$ cat config.mk
export PLATFORM = sky130hd
export DESIGN_NAME = cordic_iterative_engine
export DESIGN_NICKNAME = d
export VERILOG_FILES = /design/src/rtl/cordic_iterative_engine.sv
export SDC_FILE = /design/constraint.sdc
export NUM_CORES = 2
export LEC_CHECK = 0
export ABC_CLOCK_PERIOD_IN_PS = 8200
export BUFFER_PORTS_ARGS = -buffer_cell sky130_fd_sc_hd__buf_2
export CAP_MARGIN = 25
export CORE_ASPECT_RATIO = 1.1
export CORE_UTILIZATION = 40
export CTS_CLUSTER_DIAMETER = 150
export DETAILED_ROUTE_END_ITERATION = 8
export PLACE_DENSITY_LB_ADDON = 0.1
export SETUP_SLACK_MARGIN = 0.3
export SLEW_MARGIN = 20
export SYNTH_ARGS = -nofsm -noshare
export SYNTH_HDL_FRONTEND = slang
export SYNTH_SLANG_ARGS = --single-unit
$ cat constraint.sdc
create_clock -name clock -period 8.2 [get_ports clock]
set_input_delay 1.23 -clock clock [delete_from_list [all_inputs] [get_ports clock]]
set_output_delay 1.23 -clock clock [all_outputs]
set_load 0.02 [all_outputs]
$ cat src/rtl/cordic_iterative_engine.sv
// Iterative CORDIC engine: linear, circular and hyperbolic coordinate systems in rotation
// or vectoring mode, one micro-rotation per clock, uncompensated gain, wrapping arithmetic.
module cordic_iterative_engine #(
    parameter int WIDTH      = 32,
    parameter int FRAC       = 28,
    parameter int ITERATIONS = 24
) (
    input  logic                    clock,
    input  logic                    reset,
    input  logic                    in_valid,
    output logic                    in_ready,
    input  logic [1:0]              mode,
    input  logic                    vectoring,
    input  logic signed [WIDTH-1:0] x_in,
    input  logic signed [WIDTH-1:0] y_in,
    input  logic signed [WIDTH-1:0] z_in,
    output logic                    out_valid,
    input  logic                    out_ready,
    output logic signed [WIDTH-1:0] x_out,
    output logic signed [WIDTH-1:0] y_out,
    output logic signed [WIDTH-1:0] z_out,
    output logic                    busy
);

    localparam int TAB_SHIFT = 30 - FRAC;
    localparam logic [5:0] K_LAST_CL  = 6'(ITERATIONS - 1);
    localparam logic [5:0] K_LAST_HYP = 6'(ITERATIONS);
    localparam logic signed [31:0] HALF_PI_Q30 = 32'sh6487_ED51;

    typedef enum logic [1:0] {
        S_IDLE,
        S_ITERATE,
        S_DONE
    } state_t;

    typedef enum logic [1:0] {
        M_LINEAR,
        M_CIRCULAR,
        M_HYPERBOLIC
    } mode_t;

    // Angle tables are Q2.30; beyond k = 9 both functions round to exactly 2^-k.
    function automatic logic signed [31:0] atanQ30(input logic [5:0] k);
        case (k)
            6'd0:    return 32'sd843314857;
            6'd1:    return 32'sd497837829;
            6'd2:    return 32'sd263043837;
            6'd3:    return 32'sd133525159;
            6'd4:    return 32'sd67021687;
            6'd5:    return 32'sd33543516;
            6'd6:    return 32'sd16775851;
            6'd7:    return 32'sd8388437;
            6'd8:    return 32'sd4194283;
            6'd9:    return 32'sd2097149;
            default: return $signed(32'h4000_0000 >> k);
        endcase
    endfunction

    function automatic logic signed [31:0] atanhQ30(input logic [5:0] k);
        case (k)
            6'd0:    return 32'sd0;
            6'd1:    return 32'sd589812981;
            6'd2:    return 32'sd274247419;
            6'd3:    return 32'sd134923406;
            6'd4:    return 32'sd67196451;
            6'd5:    return 32'sd33565361;
            6'd6:    return 32'sd16778582;
            6'd7:    return 32'sd8388779;
            6'd8:    return 32'sd4194325;
            6'd9:    return 32'sd2097155;
            default: return $signed(32'h4000_0000 >> k);
        endcase
    endfunction

    state_t r_state;
    state_t w_nextState;
    mode_t  r_mode;
    mode_t  w_modeIn;

    logic                    r_vectoring;
    logic signed [WIDTH-1:0] r_x;
    logic signed [WIDTH-1:0] r_y;
    logic signed [WIDTH-1:0] r_z;
    logic [5:0]              r_k;
    logic                    r_repeated;

    logic                    w_accept;
    logic signed [31:0]      w_halfPiFull;
    logic signed [WIDTH-1:0] w_halfPi;
    logic signed [WIDTH-1:0] w_xCap;
    logic signed [WIDTH-1:0] w_yCap;
    logic signed [WIDTH-1:0] w_zCap;

    logic signed [31:0]      w_tab;
    logic signed [31:0]      w_eFull;
    logic signed [WIDTH-1:0] w_e;
    logic signed [WIDTH-1:0] w_xShift;
    logic signed [WIDTH-1:0] w_yShift;
    logic                    w_dPos;
    logic signed [WIDTH-1:0] w_xNext;
    logic signed [WIDTH-1:0] w_yNext;
    logic signed [WIDTH-1:0] w_zNext;
    logic                    w_repeatNow;
    logic [5:0]              w_kLast;
    logic                    w_lastStep;

    assign in_ready  = (r_state == S_IDLE);
    assign out_valid = (r_state == S_DONE);
    assign busy      = (r_state != S_IDLE);
    assign w_accept  = in_valid && in_ready;

    assign w_halfPiFull = HALF_PI_Q30 >>> TAB_SHIFT;
    assign w_halfPi     = w_halfPiFull[WIDTH-1:0];

    always_comb begin
        w_modeIn = M_LINEAR;
        if (mode == 2'b10) begin
            w_modeIn = M_CIRCULAR;
        end else if (mode == 2'b11) begin
            w_modeIn = M_HYPERBOLIC;
        end
    end

    // Circular operands are folded into the +/- pi/2 convergence range before iterating.
    always_comb begin
        w_xCap = x_in;
        w_yCap = y_in;
        w_zCap = z_in;
        if (w_modeIn == M_CIRCULAR) begin
            if (!vectoring) begin
                if (z_in > w_halfPi) begin
                    w_xCap = -y_in;
                    w_yCap = x_in;
                    w_zCap = z_in - w_halfPi;
                end else if (z_in < -w_halfPi) begin
                    w_xCap = y_in;
                    w_yCap = -x_in;
                    w_zCap = z_in + w_halfPi;
                end
            end else if (x_in[WIDTH-1]) begin
                if (!y_in[WIDTH-1]) begin
                    w_xCap = y_in;
                    w_yCap = -x_in;
                    w_zCap = z_in + w_halfPi;
                end else begin
                    w_xCap = -y_in;
                    w_yCap = x_in;
                    w_zCap = z_in - w_halfPi;
                end
            end
        end
    end

    always_comb begin
        w_tab = 32'sd0;
        case (r_mode)
            M_CIRCULAR:   w_tab = atanQ30(r_k);
            M_HYPERBOLIC: w_tab = atanhQ30(r_k);
            default:      w_tab = $signed(32'h4000_0000 >> r_k);
        endcase
    end

    assign w_eFull  = w_tab >>> TAB_SHIFT;
    assign w_e      = w_eFull[WIDTH-1:0];
    assign w_xShift = r_x >>> r_k;
    assign w_yShift = r_y >>> r_k;
    assign w_dPos   = r_vectoring ? r_y[WIDTH-1] : !r_z[WIDTH-1];

    always_comb begin
        w_xNext = r_x;
        w_yNext = w_dPos ? (r_y + w_xShift) : (r_y - w_xShift);
        w_zNext = w_dPos ? (r_z - w_e) : (r_z + w_e);
        case (r_mode)
            M_CIRCULAR:   w_xNext = w_dPos ? (r_x - w_yShift) : (r_x + w_yShift);
            M_HYPERBOLIC: w_xNext = w_dPos ? (r_x + w_yShift) : (r_x - w_yShift);
            default:      w_xNext = r_x;
        endcase
    end

    // Hyperbolic shift indices 4, 13 and 40 run twice to keep the iteration convergent.
    assign w_repeatNow = (r_mode == M_HYPERBOLIC) && !r_repeated &&
                         ((r_k == 6'd4) || (r_k == 6'd13) || (r_k == 6'd40));
    assign w_kLast     = (r_mode == M_HYPERBOLIC) ? K_LAST_HYP : K_LAST_CL;
    assign w_lastStep  = (r_k == w_kLast) && !w_repeatNow;

    always_ff @(posedge clock or posedge reset) begin
        if (reset) begin
            r_state <= S_IDLE;
        end else begin
            r_state <= w_nextState;
        end
    end

    always_comb begin
        w_nextState = r_state;
        case (r_state)
            S_IDLE:    if (w_accept) w_nextState = S_ITERATE;
            S_ITERATE: if (w_lastStep) w_nextState = S_DONE;
            S_DONE:    if (out_ready) w_nextState = S_IDLE;
            default:   w_nextState = S_IDLE;
        endcase
    end

    always_ff @(posedge clock or posedge reset) begin
        if (reset) begin
            r_mode      <= M_LINEAR;
            r_vectoring <= 1'b0;
            r_x         <= '0;
            r_y         <= '0;
            r_z         <= '0;
            r_k         <= '0;
            r_repeated  <= 1'b0;
            x_out       <= '0;
            y_out       <= '0;
            z_out       <= '0;
        end else if (w_accept) begin
            r_mode      <= w_modeIn;
            r_vectoring <= vectoring;
            r_x         <= w_xCap;
            r_y         <= w_yCap;
            r_z         <= w_zCap;
            r_k         <= (w_modeIn == M_HYPERBOLIC) ? 6'd1 : 6'd0;
            r_repeated  <= 1'b0;
        end else if (r_state == S_ITERATE) begin
            r_x <= w_xNext;
            r_y <= w_yNext;
            r_z <= w_zNext;
            if (w_repeatNow) begin
                r_repeated <= 1'b1;
            end else begin
                r_k        <= r_k + 6'd1;
                r_repeated <= 1'b0;
            end
            if (w_lastStep) begin
                x_out <= w_xNext;
                y_out <= w_yNext;
                z_out <= w_zNext;
            end
        end
    end

endmodule

## After elaboration in Yosys (flattened, before gate mapping)

Cells that the tools add are included.

- Register bits after elaboration: 204
- Bits of input ports: 103
- Output and inout port bits: 99

- Add/subtract/negate cells: 11
- Order comparisons: 2
- Eq/ne operators: 24
- Shifts and indexed selects: 3
- Multiplexer cells: 47
- Bitwise logic cells: 1
- Reduce and logical (&&, ||, !) cells: 16

Operators by type and width:

| cell | number |
|---|---|
| $mux 32 | 28 |
| $pmux 32 s10 | 2 |
| $pmux 32 s2 | 2 |
| $add 32x32->32 | 2 |
| $neg 32->32 | 2 |
| $sshr 32x6->32 | 2 |
| $sub 32x32->32 | 2 |
| $add 32x30->32 | 1 |
| $add 32x30->32 const B | 1 |
| $gt 32x30->1 const B | 1 |
| $lt 32x30->1 const B | 1 |
| $shr 31x6->32 const A | 1 |
| $sub 32x30->32 | 1 |
| $sub 32x30->32 const B | 1 |
| $eq 6x3->1 const B | 4 |
| $eq 6x4->1 const B | 3 |
| $mux 6 | 3 |
| $eq 6x2->1 const B | 2 |
| $eq 2x2->1 const B | 5 |
| $mux 2 | 5 |
| $add 6x1->6 const B | 1 |
| $eq 2x1->1 const B | 3 |
| $eq 6x1->1 const B | 1 |
| $eq 6x5->1 | 1 |
| 15 further kinds | 29 |

## Depth between registers and ports, before layout

- Word-level depth: 8
- Depth in mapped cells: 35
- Gate-level depth less buffers: 28

## Worst setup path after synthesis

Ideal clock, no wire load.

- Path type: flip-flop to flip-flop
- From: reg r_k[1]
- To: reg z_out[31]
- Library setup time: 0.130 ns
- Data arrival time: 6.970 ns
- Path slack: 1.100 ns
- Stages on the path, launching flop included: 35
- Path buffers: 6
- Cells stage by stage: dfrtp_1 buf_6 buf_2 buf_2 buf_2 buf_1 inv_1 ha_1 clkbuf_1 or3_1 and2_1 o31ai_2 nand2_1 o21a_1 inv_1 ha_1 nor3b_1 nand2_1 or2_1 or3_1 o21ai_0 xnor2_1 ha_1 and4_1 and3_1 o311ai_0 nand2_1 o41ai_1 o21a_1 o221ai_1 a31oi_1 o21bai_1 xnor2_1 xnor2_1 o21ai_1

- Longest elaborated chain between the ends: 7

RTL lines:

| element | line | source |
|---|---|---|
| start, declared | 84 | `logic [5:0] r_k;` |
| start signal, assigned | 222 | `r_k <= (w_modeIn == M_HYPERBOLIC) ? 6'd1 : 6'd0;` |
| start signal, assigned | 231 | `r_k <= r_k + 6'd1;` |
| branches (longest 7 deep; another with $add 32x30->32) | n/a |  |
| end signal, assigned | 237 | `z_out <= w_zNext;` |
| end, declared | 21 | `output logic signed [WIDTH-1:0] z_out,` |

Several ways; the timed one is not identified.
A chain may end at the register's enable or synchronous reset.

## Worst setup path after layout

Same ends and word-level chain as after synthesis.

==> results.py <==
metrics = {
    "run_status": {
        "status": "complete, no violations",
    },
    "timing": {
        "final-setup-viol-count": 0,
        "whs_ns": 0.472,
        "skew_ns": 0.0221,
        "max_freq_mhz": 136,
        "relSlewSlack": 0.237,
        "min_period_ns": 7.36,
        "fin_ws_ns": 0.843,
        "final-hold-violation-count": 0,
        "fin_crit_sh": 0.897,
        "fin_tns_setup_ns": 0,
        "rsz0062_at_grt": "no",
        "slew_viol_final": 0,
        "worstMarginPinSlew_ns": 1.12,
    },
    "setup_path": {
        "worstSetupPathType": "reg2reg",
        "cp_max_fo": 14,
        "startpoint_type": "flop",
        "required_ns": 8.61,
        "crit_path_end_kind": "flop",
        "max_stage_delay_ns": 0.50,
        "critPathTopFamily": "compound AO/OA/AOI/OAI gates",
        "cp_data_arrival_time_ns": 7.77,
        "cp_slowest_cell": "o22ai_2",
        "critPathMostFrequentCell": "xnor2_1",
        "crit_buf_inv": 2,
    },
    "floorplan": {
        "die_w_um": 251,
        "initial_core_util": 0.403,
        "die_h_um": 276,
        "die-area_um2": 69200,
        "core_area_um2": 67600,
        "ios": 202,
        "num_rows": 100,
    },
    "yosys": {
        "synthesis.nets": 4015,
        "yosys_warnings": 0,
        "synth_cell_types": 106,
        "synth_edf_count": 0,
        "synth_area_leaders": "dfrtp_1 (19%), nand2_1 (6.8%), ha_1 (6.4%)",
        "synth_cells": 3768,
        "synth-async-reset-ratio": 1.00,
        "syn_avg_cell_area_um2": 7.23,
        "syn_area_um2": 27200,
        "yosysTopAreaCell": "dfrtp_1",
        "synth_top_area_frac": 0.187,
        "synth_flop_cell": "dfrtp_1",
        "yosysSeqAreaShare": 0.187,
        "ys_seq_elements": 204,
    },
    "placed_design": {
        "post-dp-hpwl_mm": 92.5,
        "io_buffers": 201,
        "post-place-ws_ns": 0.526,
        "gp_congestion": 1.00,
    },
    "final_layout": {
        "final_cell_mix": "nand2_1 (491), o21ai_0 (347), nor2_1 (336), a21oi_1 (335), buf_2 (201)",
        "area.growth.synth_to_final_pct": 8.28,
        "drive_above_1_share": 0.125,
        "layout.nets": 3988,
        "antenna_cells": 0,
        "final_common_cell": "nand2_1",
        "fillers": 7092,
    },
    "clocking": {
        "cts_hold_buf": 0,
        "cts-buffers-inserted": 25,
        "htreeDepth": 1,
        "tritoncts": "done",
        "cts_buffer_depth": 3,
        "clock_latency_ns": 0.56,
        "cts_sinks": 204,
        "path_clk_slew_ns": 0.07,
        "clockRootBuffer": "clkbuf_16",
    },
    "global_routing": {
        "grt_max_degree": 91,
        "grt-ovfl-total": 0,
        "grt_pass1_wl_mm": 182,
        "antenna_found_initial": 4,
        "grt_usage": 0.343,
        "grt_pass1_vias": 27600,
    },
    "routing": {
        "dr.pass1.iters": 8,
        "wl_mm": 123,
        "drc": 0,
        "drt_iter0_drc": 3484,
        "ant_nets": 0,
        "dr_total_vias": 30300,
        "via_per_inst": 6.55,
        "wl_per_cell_um": 26.5,
    },
    "flow_run": {
        "maxCapViolations": 0,
    },
    "min_path": {
        "hold_class": "reg2reg",
    },
}
-- cell usage after synthesis (all sizes together) (35+ instances only) --
| master | count |
|---|---|
| o211ai | 35 |
| o221ai | 60 |
| xnor2 | 119 |
| xor2 | 77 |
| a211oi | 42 |
| nand3 | 61 |
| a31oi | 100 |
| a21oi | 335 |
| o21ai | 354 |
| mux2i | 49 |
| a22oi | 66 |
| or3 | 48 |
| nor2 | 339 |
| nand2 | 493 |
| dfrtp | 204 |
| inv | 126 |
| nor3 | 88 |
| clkbuf | 258 |
| ha | 140 |
| o31ai | 37 |
| o22ai | 54 |
| mux4 | 50 |
| buf | 60 |
| a21o | 52 |
-- flip-flops by register name (all words and copies together), names as in the netlist --
name         flops
r_x             32
y_out           32
r_vectoring      1
r_y             32
z_out           32
r_k              6
r_mode           2
r_z             32
r_repeated       1
x_out           32
r_state          2
-- tightest hold or removal path, cell delays in order, from the launching register on --
cell and delay [ns]:
dfrtp_1 0.34, nand2_1 0.05, nand2_1 0.05
-- timing repair --
action                                  in CTS  in global routing
buffers inserted                             0                  0
gates resized for setup                      0                  9
endpoints found under the setup margin       0                  7
-- kinds of logic after synthesis --
kind of cell / synth area share
AO/OA/AOI/OAI: 0.335
XOR/XNOR: 0.0633
adder cells (fa/ha/maj): 0.0672
buffers and inverters: 0.0647
flip-flops: 0.187
multiplexers: 0.0739
AND/OR/NAND/NOR: 0.209
-- routing by layer --
metal  vias to the layer above  part of all wire  global-route usage
li1                      13900                 -                   -
met1                     14600              0.44               0.482
met2                      1525              0.43               0.528
met3                       279             0.086              0.0531
met4                         8             0.044               0.128
met5                         -           0.00048                   0
-- worst paths after layout --
kind                                            from               endpoint  slack [ns]  cells after the start
min in group asynchronous                      reset  y_out[26]$_DFFE_PP0P_        0.81                      2
worst max register to register    r_k[1]$_DFFE_PP0P_  z_out[31]$_DFFE_PP0P_        0.84                     28
worst max-delay path              r_k[1]$_DFFE_PP0P_  z_out[31]$_DFFE_PP0P_        0.84                     28
max in group asynchronous                      reset    r_z[23]$_DFFE_PP0P_        6.02                      3
worst min-delay path            y_out[4]$_DFFE_PP0P_   y_out[4]$_DFFE_PP0P_        0.47                      2
worst min register to register  y_out[4]$_DFFE_PP0P_   y_out[4]$_DFFE_PP0P_        0.47                      2
-- metrics by stage --
stage	utilization	area (µm²)	cells
4_1_cts	0.436	29500	4623
3_5_place_dp	0.424	28700	4581
2_1_floorplan	-	27200	3768
6_report	0.437	29500	4623
3_3_place_gp	0.424	28600	4580
5_1_grt	0.437	29500	4623
-- cell type report --
type	count	area, µm²	share of cell area
tap	867	1080	0.0368
timing repair buffer	264	1480	0.0503
inverter	127	484	0.0164
clock inverter	12	138	0.00466
multi-input combinational	3119	20500	0.696
sequential	204	5110	0.173
clock buffer	30	674	0.0229
Power is not shown: default switching activity piles up to over one toggle a cycle in this logic, so the estimate is an artifact.
